===== config.mk =====
export PLATFORM = sky130hd
export DESIGN_NAME = wb_imem_prefetch_flat
export DESIGN_NICKNAME = d
export VERILOG_FILES = /design/src/rtl/wb_imem_prefetch_if.sv /design/src/rtl/wb_imem_prefetch.sv /design/src/flat_wrapper.sv
export SDC_FILE = /design/constraint.sdc
export NUM_CORES = 1
export LEC_CHECK = 0
export CAP_MARGIN = 20
export CORE_MARGIN = 4
export CORE_UTILIZATION = 54
export DETAILED_ROUTE_END_ITERATION = 7
export DONT_BUFFER_PORTS = 1
export PLACE_DENSITY = 0.8
export SYNTH_ARGS = -nofsm -noshare
export SYNTH_HDL_FRONTEND = slang
export SYNTH_SLANG_ARGS = --single-unit

===== constraint.sdc =====
create_clock -name clk_i -period 6.62 [get_ports clk_i]
set_input_delay 1.324 -clock clk_i [delete_from_list [all_inputs] [get_ports clk_i]]
set_output_delay 1.324 -clock clk_i [all_outputs]
set_load 0.01 [all_outputs]

===== src/rtl/wb_imem_prefetch_if.sv =====
// Bus bundle for the fetch/data prefetch block: CPU fetch port, CPU data port
// and the single master port towards the QSPI memory controller.
interface wb_imem_prefetch_if;
  logic        imem_stb_i;
  logic [22:0] imem_adr_i;
  logic [31:0] imem_dat_o;
  logic        imem_ack_o;

  logic        dmem_stb_i;
  logic        dmem_we_i;
  logic [3:0]  dmem_be_i;
  logic [22:0] dmem_adr_i;
  logic [31:0] dmem_dat_i;
  logic [31:0] dmem_dat_o;
  logic        dmem_ack_o;

  logic        mem_stb_o;
  logic        mem_we_o;
  logic [3:0]  mem_be_o;
  logic [22:0] mem_adr_o;
  logic [31:0] mem_dat_o;
  logic [31:0] mem_dat_i;
  logic        mem_ack_i;

  modport slave (
    input  imem_stb_i, imem_adr_i,
    output imem_dat_o, imem_ack_o,
    input  dmem_stb_i, dmem_we_i, dmem_be_i, dmem_adr_i, dmem_dat_i,
    output dmem_dat_o, dmem_ack_o,
    output mem_stb_o, mem_we_o, mem_be_o, mem_adr_o, mem_dat_o,
    input  mem_dat_i, mem_ack_i
  );

  modport master (
    output imem_stb_i, imem_adr_i,
    input  imem_dat_o, imem_ack_o,
    output dmem_stb_i, dmem_we_i, dmem_be_i, dmem_adr_i, dmem_dat_i,
    input  dmem_dat_o, dmem_ack_o,
    input  mem_stb_o, mem_we_o, mem_be_o, mem_adr_o, mem_dat_o,
    output mem_dat_i, mem_ack_i
  );
endinterface


===== src/rtl/wb_imem_prefetch.sv =====
// Arbiter between CPU fetch and data ports onto one memory master, with a
// one-word sequential instruction prefetch buffer.
module wb_imem_prefetch #(
  parameter bit PREFETCH = 1'b1
) (
  input logic               clk_i,
  input logic               rst_in,
  wb_imem_prefetch_if.slave bus
);
  typedef enum logic [1:0] {IDLE, IFETCH, DACC, PFETCH} state_t;

  state_t      state, state_d;
  logic [22:0] adr_q, adr_d, done_adr;
  logic        pf_valid, pf_clr, pf_ld, imem_done;
  logic [22:0] pf_adr;
  logic [31:0] pf_dat;
  logic        hit_ack, hit_d;

  // The last word of a region is never followed by a prefetch.
  function automatic logic can_pf(input logic [22:0] a);
    return PREFETCH && (a[21:0] != '1);
  endfunction

  always_comb begin
    state_d        = state;
    adr_d          = adr_q;
    done_adr       = adr_q;
    hit_d          = 1'b0;
    pf_clr         = 1'b0;
    pf_ld          = 1'b0;
    imem_done      = 1'b0;
    bus.imem_ack_o = hit_ack;
    bus.imem_dat_o = hit_ack ? pf_dat : '0;
    bus.dmem_ack_o = 1'b0;
    bus.dmem_dat_o = '0;
    bus.mem_stb_o  = 1'b0;
    bus.mem_we_o   = 1'b0;
    bus.mem_be_o   = '0;
    bus.mem_adr_o  = '0;
    bus.mem_dat_o  = '0;
    unique case (state)
      IDLE: begin
        // The cycle carrying a buffer-hit ack still sees the old strobe.
        if (!hit_ack) begin
          if (bus.dmem_stb_i) begin
            state_d = DACC;
          end else if (bus.imem_stb_i) begin
            if (pf_valid && (bus.imem_adr_i == pf_adr)) begin
              hit_d     = 1'b1;
              imem_done = 1'b1;
              done_adr  = bus.imem_adr_i;
            end else begin
              state_d = IFETCH;
              adr_d   = bus.imem_adr_i;
              pf_clr  = 1'b1;
            end
          end
        end
      end
      IFETCH: begin
        bus.mem_stb_o  = 1'b1;
        bus.mem_be_o   = 4'hF;
        bus.mem_adr_o  = adr_q;
        bus.imem_ack_o = bus.mem_ack_i;
        bus.imem_dat_o = bus.mem_dat_i;
        if (bus.mem_ack_i) begin
          state_d   = IDLE;
          imem_done = 1'b1;
        end
      end
      DACC: begin
        bus.mem_stb_o  = 1'b1;
        bus.mem_we_o   = bus.dmem_we_i;
        bus.mem_be_o   = bus.dmem_be_i;
        bus.mem_adr_o  = bus.dmem_adr_i;
        bus.mem_dat_o  = bus.dmem_dat_i;
        bus.dmem_ack_o = bus.mem_ack_i;
        bus.dmem_dat_o = bus.mem_dat_i;
        if (bus.mem_ack_i) begin
          state_d = IDLE;
          pf_clr  = bus.dmem_we_i;
        end
      end
      PFETCH: begin
        bus.mem_stb_o = 1'b1;
        bus.mem_be_o  = 4'hF;
        bus.mem_adr_o = adr_q;
        if (bus.mem_ack_i) begin
          pf_ld   = 1'b1;
          state_d = IDLE;
          // A fetch already waiting for this word is served straight from the bus.
          if (bus.imem_stb_i && (bus.imem_adr_i == adr_q)) begin
            bus.imem_ack_o = 1'b1;
            bus.imem_dat_o = bus.mem_dat_i;
            imem_done      = 1'b1;
          end
        end
      end
      default: state_d = IDLE;
    endcase
    if (imem_done && can_pf(done_adr)) begin
      state_d = PFETCH;
      adr_d   = {done_adr[22], done_adr[21:0] + 22'd1};
    end
  end

  always_ff @(posedge clk_i or negedge rst_in) begin
    if (!rst_in) state <= IDLE;
    else         state <= state_d;
  end

  always_ff @(posedge clk_i or negedge rst_in) begin
    if (!rst_in) begin
      adr_q    <= '0;
      pf_valid <= 1'b0;
      pf_adr   <= '0;
      pf_dat   <= '0;
      hit_ack  <= 1'b0;
    end else begin
      adr_q   <= adr_d;
      hit_ack <= hit_d;
      if (pf_ld) begin
        pf_valid <= 1'b1;
        pf_adr   <= adr_q;
        pf_dat   <= bus.mem_dat_i;
      end else if (pf_clr) begin
        pf_valid <= 1'b0;
      end
    end
  end
endmodule


===== src/flat_wrapper.sv =====
// flat-port wrapper written by rule: the top's interface ports become plain ports
module wb_imem_prefetch_flat 
#(
  parameter bit PREFETCH = 1'b1
)
  (clk_i, rst_in, bus_imem_stb_i, bus_imem_adr_i, bus_imem_dat_o, bus_imem_ack_o, bus_dmem_stb_i, bus_dmem_we_i, bus_dmem_be_i, bus_dmem_adr_i, bus_dmem_dat_i, bus_dmem_dat_o, bus_dmem_ack_o, bus_mem_stb_o, bus_mem_we_o, bus_mem_be_o, bus_mem_adr_o, bus_mem_dat_o, bus_mem_dat_i, bus_mem_ack_i);
  wb_imem_prefetch_if bus_i ();
  input logic clk_i;
  input logic rst_in;
  input wire logic [$bits(bus_i.imem_stb_i)-1:0] bus_imem_stb_i;
  input wire logic [$bits(bus_i.imem_adr_i)-1:0] bus_imem_adr_i;
  output wire logic [$bits(bus_i.imem_dat_o)-1:0] bus_imem_dat_o;
  output wire logic [$bits(bus_i.imem_ack_o)-1:0] bus_imem_ack_o;
  input wire logic [$bits(bus_i.dmem_stb_i)-1:0] bus_dmem_stb_i;
  input wire logic [$bits(bus_i.dmem_we_i)-1:0] bus_dmem_we_i;
  input wire logic [$bits(bus_i.dmem_be_i)-1:0] bus_dmem_be_i;
  input wire logic [$bits(bus_i.dmem_adr_i)-1:0] bus_dmem_adr_i;
  input wire logic [$bits(bus_i.dmem_dat_i)-1:0] bus_dmem_dat_i;
  output wire logic [$bits(bus_i.dmem_dat_o)-1:0] bus_dmem_dat_o;
  output wire logic [$bits(bus_i.dmem_ack_o)-1:0] bus_dmem_ack_o;
  output wire logic [$bits(bus_i.mem_stb_o)-1:0] bus_mem_stb_o;
  output wire logic [$bits(bus_i.mem_we_o)-1:0] bus_mem_we_o;
  output wire logic [$bits(bus_i.mem_be_o)-1:0] bus_mem_be_o;
  output wire logic [$bits(bus_i.mem_adr_o)-1:0] bus_mem_adr_o;
  output wire logic [$bits(bus_i.mem_dat_o)-1:0] bus_mem_dat_o;
  input wire logic [$bits(bus_i.mem_dat_i)-1:0] bus_mem_dat_i;
  input wire logic [$bits(bus_i.mem_ack_i)-1:0] bus_mem_ack_i;
  assign bus_i.imem_stb_i = bus_imem_stb_i;
  assign bus_i.imem_adr_i = bus_imem_adr_i;
  assign bus_imem_dat_o = bus_i.imem_dat_o;
  assign bus_imem_ack_o = bus_i.imem_ack_o;
  assign bus_i.dmem_stb_i = bus_dmem_stb_i;
  assign bus_i.dmem_we_i = bus_dmem_we_i;
  assign bus_i.dmem_be_i = bus_dmem_be_i;
  assign bus_i.dmem_adr_i = bus_dmem_adr_i;
  assign bus_i.dmem_dat_i = bus_dmem_dat_i;
  assign bus_dmem_dat_o = bus_i.dmem_dat_o;
  assign bus_dmem_ack_o = bus_i.dmem_ack_o;
  assign bus_mem_stb_o = bus_i.mem_stb_o;
  assign bus_mem_we_o = bus_i.mem_we_o;
  assign bus_mem_be_o = bus_i.mem_be_o;
  assign bus_mem_adr_o = bus_i.mem_adr_o;
  assign bus_mem_dat_o = bus_i.mem_dat_o;
  assign bus_i.mem_dat_i = bus_mem_dat_i;
  assign bus_i.mem_ack_i = bus_mem_ack_i;
  wb_imem_prefetch #(.PREFETCH(PREFETCH)) u_core (.clk_i(clk_i), .rst_in(rst_in), .bus(bus_i));
endmodule

==> results.cfg, run 1 <==
[run_status]
status = completed

[detailed_routing]
first_pass_iters = 6
drt-wirelength-per-cell_um = 22.0
route.detailed.drc = 0
avgViaCountPerCell = 6.37
drt_iter0_drc = 671
num_vias = 6002
postRouteAntennaNets = 0
drt_wl_total_um = 20700

[critical_path]
reg2reg_depth = 18
timing.rr.end = u_core.adr_q[12]
critPathMaxFanout = 20
crit_arrival_ns = 5.84
slowest_stage = o21a_1
r2r_setup_slack_ns = 1.55
crit_start = bus_imem_adr_i[0]
cp-start-kind = input pin
slowest_delay_ns = 0.51
cp_common_cell = nand2_1
crit_path_end_kind = flop
worstPathCellList = xor2_1, a221o_1, a2111oi_2, and4_1, nand2_1, buf_4, inv_2, nand2_1, nand2_1, ha_1, nand4_1, nor3_1, a41o_1, o21a_1, buf_4, nor2_1, o32ai_1, a21oi_1
endpoint = u_core.adr_q[12]
reg2reg_from = u_core.pf_adr[0]
required_ns = 6.85
path_class = input pin to flop

[sta]
hold_violations = 0
fin_crit_ns = 5.61
worst_pin_slew_ns = 0.992
max-slew-margin-rel = 0.336
rsz0062_at_grt = false
timing.fmax_mhz = 178
setup-tns-final_ns = 0
finalMaxSlewViolations = 0
finClkSkew_ns = 0.0101
setup_viol = 0
period_share = 0.848

[logic_synthesis]
synth_area_leaders = dfrtp_1 (32%), o21ai_0 (9.6%), nand2_1 (7.2%)
synth.avg_cell_area_sq_um = 7.44
syn_nets = 978
synth_cell_type_count = 63
yosysWarnings = 0
yosysSeqAreaShare = 0.322
synthTopCellsByCount = nand2_1 (122), o21ai_0 (122), dfrtp_1 (82)
ys_ff_latch = 82
ys.flop_type = dfrtp_1
synth_top_area_share = 0.322
synth_edf_count = 0
synthesis.area_sq_um = 6380
async_reset_ff_frac = 1.00
synth_largest_area_cell = dfrtp_1
postSynthCellCount = 857

[grt]
grt_antenna_before_repair = 1
grt_max_degree = 83
grt_pass1_vias = 5356
grt.total_usage = 0.295
grt_pass1_wl_um = 30500
grt.overflow.total = 0

[floorplan]
die_height_um = 117
core_area_sq_um = 11500
die_area_sq_um = 13600
die_w_um = 117
io_pins = 247
rows = 39
initial_core_util = 0.556

[power]
power.total_w = 0.00284
peakVddDrop_mv = 0.258
p_leak_nw = 2.74
p_per_area_nw_per_um2 = 430

[clock_tree]
cts_resized = 0
clock-sinks = 82
postCtsSetupBuffers = 0
cts_buffers = 9
h-tree-depth = 3
root_buffer = clkbuf_16
clk_pin_slew_ns = 0.07
clk-insertion-delay-late_ns = 0.36
clockBufferDepth = 2
ctsHoldBuffers = 0
cts_tree = built

[layout]
nets = 914
fin_area_sq_um = 6610
synthToLayoutAreaGrowth_pct = 3.71
drive_gt1_frac = 0.0777

[place]
dp.final_hpwl_um = 14900
gp_congestion = 0.985
postPlaceCellArea_sq_um = 6300
port_buffers = 0

[worst_hold_path]
hold_class = flop to flop
hp-start = u_core.pf_dat[6]

[run]
cap_violations = 0
final cells by class:
cell class | instances | area [sq um]
antenna | 1 | 2.50
clock buffer | 9 | 225
clock inverter | 7 | 83.8
fill | 1099 | 4850
inverter | 46 | 173
multi-input combinational | 643 | 3810
sequential | 82 | 2050
tap | 143 | 179
timing repair buffer | 11 | 82.6
sequential cells by signal (all words and copies together), names as in the netlist:
register / count
u_core.state: 2
u_core.pf_adr: 23
u_core.adr_q: 23
u_core.hit_ack: 1
u_core.pf_valid: 1
u_core.pf_dat: 32
per-layer routing:
layer  vias up  GRT usage  wire length, um
li1       2816          -                -
met1      2782      0.393             8150
met2       361      0.456             9830
met3        43     0.0720             2010
met4         0      0.131              734
met5         -          0                0
power breakdown:
part	total [W]	internal (W)	leakage [nW]	switching, W
Sequential	0.00101	0.000732	0.990	0.000276
Clock	0.000539	0.000300	0.149	0.000239
Combinational	0.00129	0.000467	1.60	0.000826
worst min-delay path by stage:
stage                        endpoint  slack, ns  cells after the start
floorplan            u_core.pf_dat[0]       0.45                      2
global placement    u_core.pf_dat[22]       0.46                      2
detailed placement  u_core.pf_dat[29]       0.47                      2
CTS                 u_core.pf_dat[29]       0.49                      2
global route         u_core.pf_dat[4]       0.51                      2
finish               u_core.pf_dat[6]       0.48                      2
critical path, delay by kind of cell:
family / cells / cell delay [ns]
xor+xnor: 1 / 0.15
simple gates: 7 / 1.27
compound gates: 6 / 1.83
fa+ha+maj: 1 / 0.39
buf+inv: 3 / 0.88
layout by cell type (no fill, tap or decap), types with 9 or more instances in the layout:
master / n
clkbuf_16: 9
buf_4: 11
nand4_1: 21
nor3_1: 9
mux2_2: 20
mux2i_1: 17
inv_1: 44
and3_1: 11
a21oi_1: 28
nand2_1: 120
and2_1: 72
dfrtp_1: 82
nor2_1: 39
nand3_1: 46
o21ai_0: 122
xnor2_1: 40
cells by family (layout without fill, tap and decap cells):
kind of cell / after synthesis / in the layout / synth area share
compound gates: 219 / 219 / 0.208
xor+xnor: 42 / 42 / 0.0577
fa+ha+maj: 1 / 1 / 0.00196
buf+inv: 132 / 73 / 0.0828
flops: 82 / 82 / 0.322
mux: 37 / 37 / 0.0620
other cells: 0 / 1 / 0
simple gates: 344 / 344 / 0.266
per-stage QoR:
stage | hold slack, ns | cells | setup WS [ns] | util
floorplan | 0.451 | 857 | 1.80 | -
global placement | 0.462 | 925 | 0.940 | 0.549
detailed placement | 0.471 | 925 | 0.804 | 0.549
CTS | 0.487 | 941 | 1.17 | 0.576
global route | 0.506 | 942 | 0.615 | 0.577
finish | 0.482 | 942 | 1.01 | 0.577
Note: power is estimated with default switching activity, not from simulation.
==> inputs of run 2 (changes only) <==
==> constraint.sdc (replaced) <==
create_clock -name clk_i -period 5.9 [get_ports clk_i]
set_input_delay 1.18 -clock clk_i [delete_from_list [all_inputs] [get_ports clk_i]]
set_output_delay 1.18 -clock clk_i [all_outputs]
set_load 0.01 [all_outputs]
==> results.cfg, run 2 (synthesis results as in run 1) <==
[clock_tree]
cts_resized = 0
postCtsSetupBuffers = 0
cts_buffers = 9
root_buffer = clkbuf_16
clockBufferDepth = 2
clk_pin_slew_ns = 0.07
clock-sinks = 82
h-tree-depth = 3
ctsHoldBuffers = 0
clk-insertion-delay-late_ns = 0.35
cts_tree = built

[layout]
largest_reg_flops = 32
synthToLayoutAreaGrowth_pct = 3.43
final_cell_mix = o21ai_0 (122), nand2_1 (120), dfrtp_1 (82)
final_common_cell = o21ai_0
top_register = u_core.pf_dat
drive_gt1_frac = 0.0788
top_regs = u_core.pf_dat x32, u_core.adr_q x23, u_core.pf_adr x23
nets = 915
stdcell_count = 943
postLayoutCoreUtil = 0.575

[detailed_routing]
drt_iter0_drc = 624
drt_wl_total_um = 20700
num_vias = 6032
drt-wirelength-per-cell_um = 22.0
route.detailed.drc = 0
first_pass_iters = 5
postRouteAntennaNets = 0
avgViaCountPerCell = 6.40

[sta]
rsz0062_at_grt = false
finalMaxSlewViolations = 0
finClkSkew_ns = 0.00808
max-slew-margin-rel = 0.347
fin_crit_ns = 5.22
setup-tns-final_ns = 0
setup_viol = 0
period_share = 0.884
hold_violations = 0
worst_pin_slew_ns = 0.977
timing.fmax_mhz = 192

[power]
pwr-share-comb = 0.462
peakVddDrop_mv = 0.254
power.share.clock = 0.177
p_leak_nw = 2.74
p_switching_w = 0.00151
p_per_area_nw_per_um2 = 477
intPower_w = 0.00164
seqPwrFrac = 0.360
switching_share = 0.480

[critical_path]
critPathTopFamily = compound AO/OA/AOI/OAI gates
slowest_delay_ns = 0.72
cp-start-kind = input pin
worstPathCellList = xor2_1, a221o_1, a2111oi_2, and4_1, nand2_1, o21ai_0, ha_1, nand4_1, nor3_1, a41o_1, o21a_1, buf_4, o21ai_1, a21oi_1, a211oi_1
crit_path_end_kind = flop
critPathMaxFanout = 21
path_buf_inv = 1
path_class = input pin to flop
required_ns = 6.11
slowest_stage = o21a_1
crit_arrival_ns = 5.43

[run]
cap_violations = 0

[floorplan]
die_area_sq_um = 13600
die_height_um = 117
die_w_um = 117
rows = 39
initial_core_util = 0.556
core_area_sq_um = 11500
io_pins = 247

[place]
port_buffers = 0
place_inst = 926
gp_congestion = 1.00
dp.final_hpwl_um = 15100

[grt]
grt.total_usage = 0.297
grt_pass1_wl_um = 31000
grt_max_degree = 83
grt.overflow.total = 0
grt_antenna_before_repair = 1
grt_pass1_vias = 5426

[run_status]
status = completed

[worst_hold_path]
hold_class = flop to flop
[run 2: cell count changes in the layout (fill, tap and decap cells not counted), sizes merged]
cell / change
buf: +1
bufinv: -1
clkinv: +1
[run 2: stage by stage]
stage | power, W | area [sq um] | hold WS, ns | setup slack, ns
6_report | 0.00315 | 6600 | 0.483 | 0.682
5_1_grt | 0.00337 | 6600 | 0.506 | 0.327
3_3_place_gp | 0.00255 | 6310 | 0.462 | 0.575
2_1_floorplan | 0.00224 | 6380 | 0.451 | 1.23
3_5_place_dp | 0.00258 | 6310 | 0.472 | 0.394
4_1_cts | 0.00314 | 6590 | 0.487 | 0.750
[run 2: worst register-to-register path: stages, from the launching register on]
cell	delay [ns]
dfrtp_1	0.40
xor2_1	0.17
a221o_1	0.28
a2111oi_2	0.36
and4_1	0.26
nand2_1	0.19
o21ai_0	0.22
ha_1	0.43
nand4_1	0.33
nor3_1	0.32
a41o_1	0.35
o21a_1	0.72
buf_4	0.31
o21ai_1	0.08
a21oi_1	0.17
a211oi_1	0.07
[run 2: per-layer routing]
| layer | up-vias | wire [um] | track usage |
|---|---|---|---|
| met4 | 0 | 486 | 0.100 |
| met1 | 2813 | 7880 | 0.387 |
| met5 | - | 0 | 0 |
| li1 | 2811 | - | - |
| met3 | 47 | 2080 | 0.0746 |
| met2 | 361 | 10300 | 0.483 |
[run 2: worst paths after layout]
check | start | to | slack [ns] | cells past startpoint
min | u_core.pf_dat[21] | u_core.pf_dat[21] | 0.48 | 2
min reg2reg | u_core.pf_dat[21] | u_core.pf_dat[21] | 0.48 | 2
max in group asynchronous | rst_in | u_core.adr_q[18] | 5.25 | 0
max reg2reg | u_core.pf_adr[0] | u_core.adr_q[17] | 1.10 | 15
min in group asynchronous | rst_in | u_core.adr_q[9] | 0.52 | 0
max | bus_imem_adr_i[0] | u_core.adr_q[17] | 0.68 | 15
[run 2: power by group through the flow]
stage	registers, W	logic, W	clock network, W
2_1_floorplan	0.000954	0.00128	0
3_3_place_gp	0.00112	0.00143	0
3_5_place_dp	0.00113	0.00145	0
4_1_cts	0.00112	0.00146	0.000560
5_1_grt	0.00117	0.00162	0.000585
6_report	0.00113	0.00146	0.000558
[run 2: cell type report]
cell class                      instances  area, sq um
Tap cell                              143          179
Timing Repair Buffer                   12         90.1
Clock buffer                            9          225
Fill cell                            1042         4870
Clock inverter                          7         58.8
Multi-Input combinational cell        643         3810
Antenna cell                            1         2.50
Inverter                               46          173
Sequential cell                        82         2050
==> inputs of run 3 (changes only) <==
==> constraint.sdc (replaced) <==
create_clock -name clk_i -period 5.5 [get_ports clk_i]
set_input_delay 1.1 -clock clk_i [delete_from_list [all_inputs] [get_ports clk_i]]
set_output_delay 1.1 -clock clk_i [all_outputs]
set_load 0.01 [all_outputs]
==> results.cfg, run 3 (synthesis results as in run 1) <==
[run_status]
status = completed

[critical_path]
crit_path_end_kind = flop
required_ns = 5.71
path_class = input pin to flop
timing.rr.end = u_core.adr_q[17]
r2r_setup_slack_ns = 1.04
crit_arrival_ns = 5.00
critPathMaxFanout = 18
reg2reg_from = u_core.pf_adr[0]
cp-start-kind = input pin
reg2reg_depth = 16

[power]
intPower_w = 0.00177
pwr-share-comb = 0.464
seqPwrFrac = 0.356
peakVddDrop_mv = 0.268
p_leak_nw = 2.75
p_per_area_nw_per_um2 = 512
switching_share = 0.478
p_switching_w = 0.00162
power.share.clock = 0.180

[layout]
synthToLayoutAreaGrowth_pct = 3.79
postLayoutCoreUtil = 0.577
drive_gt1_frac = 0.0811
top_register = u_core.pf_dat
final_common_cell = o21ai_0
top_regs = u_core.pf_dat x32, u_core.adr_q x23, u_core.pf_adr x23
nFillCells = 1079
nets = 917
largest_reg_flops = 32
final_cell_mix = o21ai_0 (122), nand2_1 (120), dfrtp_1 (82)

[sta]
finalMaxSlewViolations = 0
hold_violations = 0
max-slew-margin-rel = 0.340
period_share = 0.871
rsz0062_at_grt = false
setup-tns-final_ns = 0
finClkSkew_ns = 0.0103
worst_pin_slew_ns = 0.990
fin_crit_ns = 4.79
setup_viol = 0
timing.fmax_mhz = 209

[clock_tree]
postCtsSetupBuffers = 0
root_buffer = clkbuf_16
cts_tree = built
clk_pin_slew_ns = 0.07
h-tree-depth = 3
clk-insertion-delay-late_ns = 0.35
clock-sinks = 82
cts_buffers = 9
cts_resized = 0
ctsHoldBuffers = 0
clockBufferDepth = 2

[worst_hold_path]
hold_class = input pin to async pin

[floorplan]
core_area_sq_um = 11500
die_w_um = 117
die_area_sq_um = 13600
io_pins = 247
die_height_um = 117
initial_core_util = 0.556
rows = 39

[detailed_routing]
drt-wirelength-per-cell_um = 21.8
postRouteAntennaNets = 0
num_vias = 6030
drt_iter0_drc = 715
avgViaCountPerCell = 6.38
first_pass_iters = 6
route.detailed.drc = 0
drt_wl_total_um = 20600

[place]
dp.final_hpwl_um = 15100
port_buffers = 0
gp_congestion = 0.961

[run]
cap_violations = 0

[grt]
grt_antenna_before_repair = 1
grt.total_usage = 0.295
grt_pass1_wl_um = 30600
grt_max_degree = 83
grt.overflow.total = 0
grt_pass1_vias = 5317
run 3: metal layers:
layer,global-route usage,part of all wire,vias to the layer above
li1,-,-,2816
met1,0.400,0.39,2767
met2,0.464,0.48,399
met3,0.0715,0.10,48
met4,0.102,0.033,0
met5,0,0,-
run 3: power groups by stage:
stage          Clock [W]  Combinational (W)  Sequential (W)
3_5_place_dp           0            0.00157         0.00121
3_3_place_gp           0            0.00155         0.00120
2_1_floorplan          0            0.00138         0.00102
4_1_cts         0.000615            0.00157         0.00120
5_1_grt         0.000640            0.00174         0.00125
6_report        0.000608            0.00157         0.00121
run 3: worst max path at each step:
stage	start	end	slack (ns)	depth (start not counted)
CTS	bus_imem_adr_i[0]	u_core.adr_q[3]	0.87	16
global placement	bus_imem_adr_i[0]	u_core.adr_q[17]	0.62	16
global route	bus_imem_adr_i[0]	u_core.adr_q[3]	0.45	16
detailed placement	bus_imem_adr_i[0]	u_core.adr_q[3]	0.53	16
finish	bus_imem_adr_i[0]	u_core.adr_q[17]	0.71	16
floorplan	bus_imem_adr_i[0]	u_core.adr_q[12]	0.91	19
run 3: critical path, stage by stage:
cell	delay (ns)
xor2_1	0.14
a221o_1	0.27
a2111oi_2	0.37
and4_1	0.28
nand2_1	0.23
o21ai_0	0.28
ha_1	0.22
nand4_1	0.09
buf_4	0.19
nor3_1	0.23
a41o_1	0.35
o21a_1	0.46
buf_4	0.34
nand2_2	0.19
a21oi_1	0.19
a211oi_1	0.06
run 3: layout make-up:
type / count / area (sq um) / area share
sequential: 82 / 2050 / 0.310
antenna: 1 / 2.50 / 0.000378
tap: 143 / 179 / 0.0270
inverter: 46 / 173 / 0.0261
clock inverter: 7 / 66.3 / 0.0100
clock buffer: 9 / 225 / 0.0340
multi-input combinational: 643 / 3810 / 0.576
timing repair buffer: 14 / 105 / 0.0159
run 3: per-stage QoR:
step	std cells	power (W)	instance area, sq um	setup slack (ns)	hold slack, ns
final	945	0.00339	6620	0.709	0.445
after global routing	945	0.00363	6620	0.451	0.433
after CTS	944	0.00338	6620	0.866	0.436
after detailed placement	928	0.00278	6320	0.527	0.471
after global placement	928	0.00274	6320	0.624	0.461
after floorplan	857	0.00240	6380	0.907	0.451
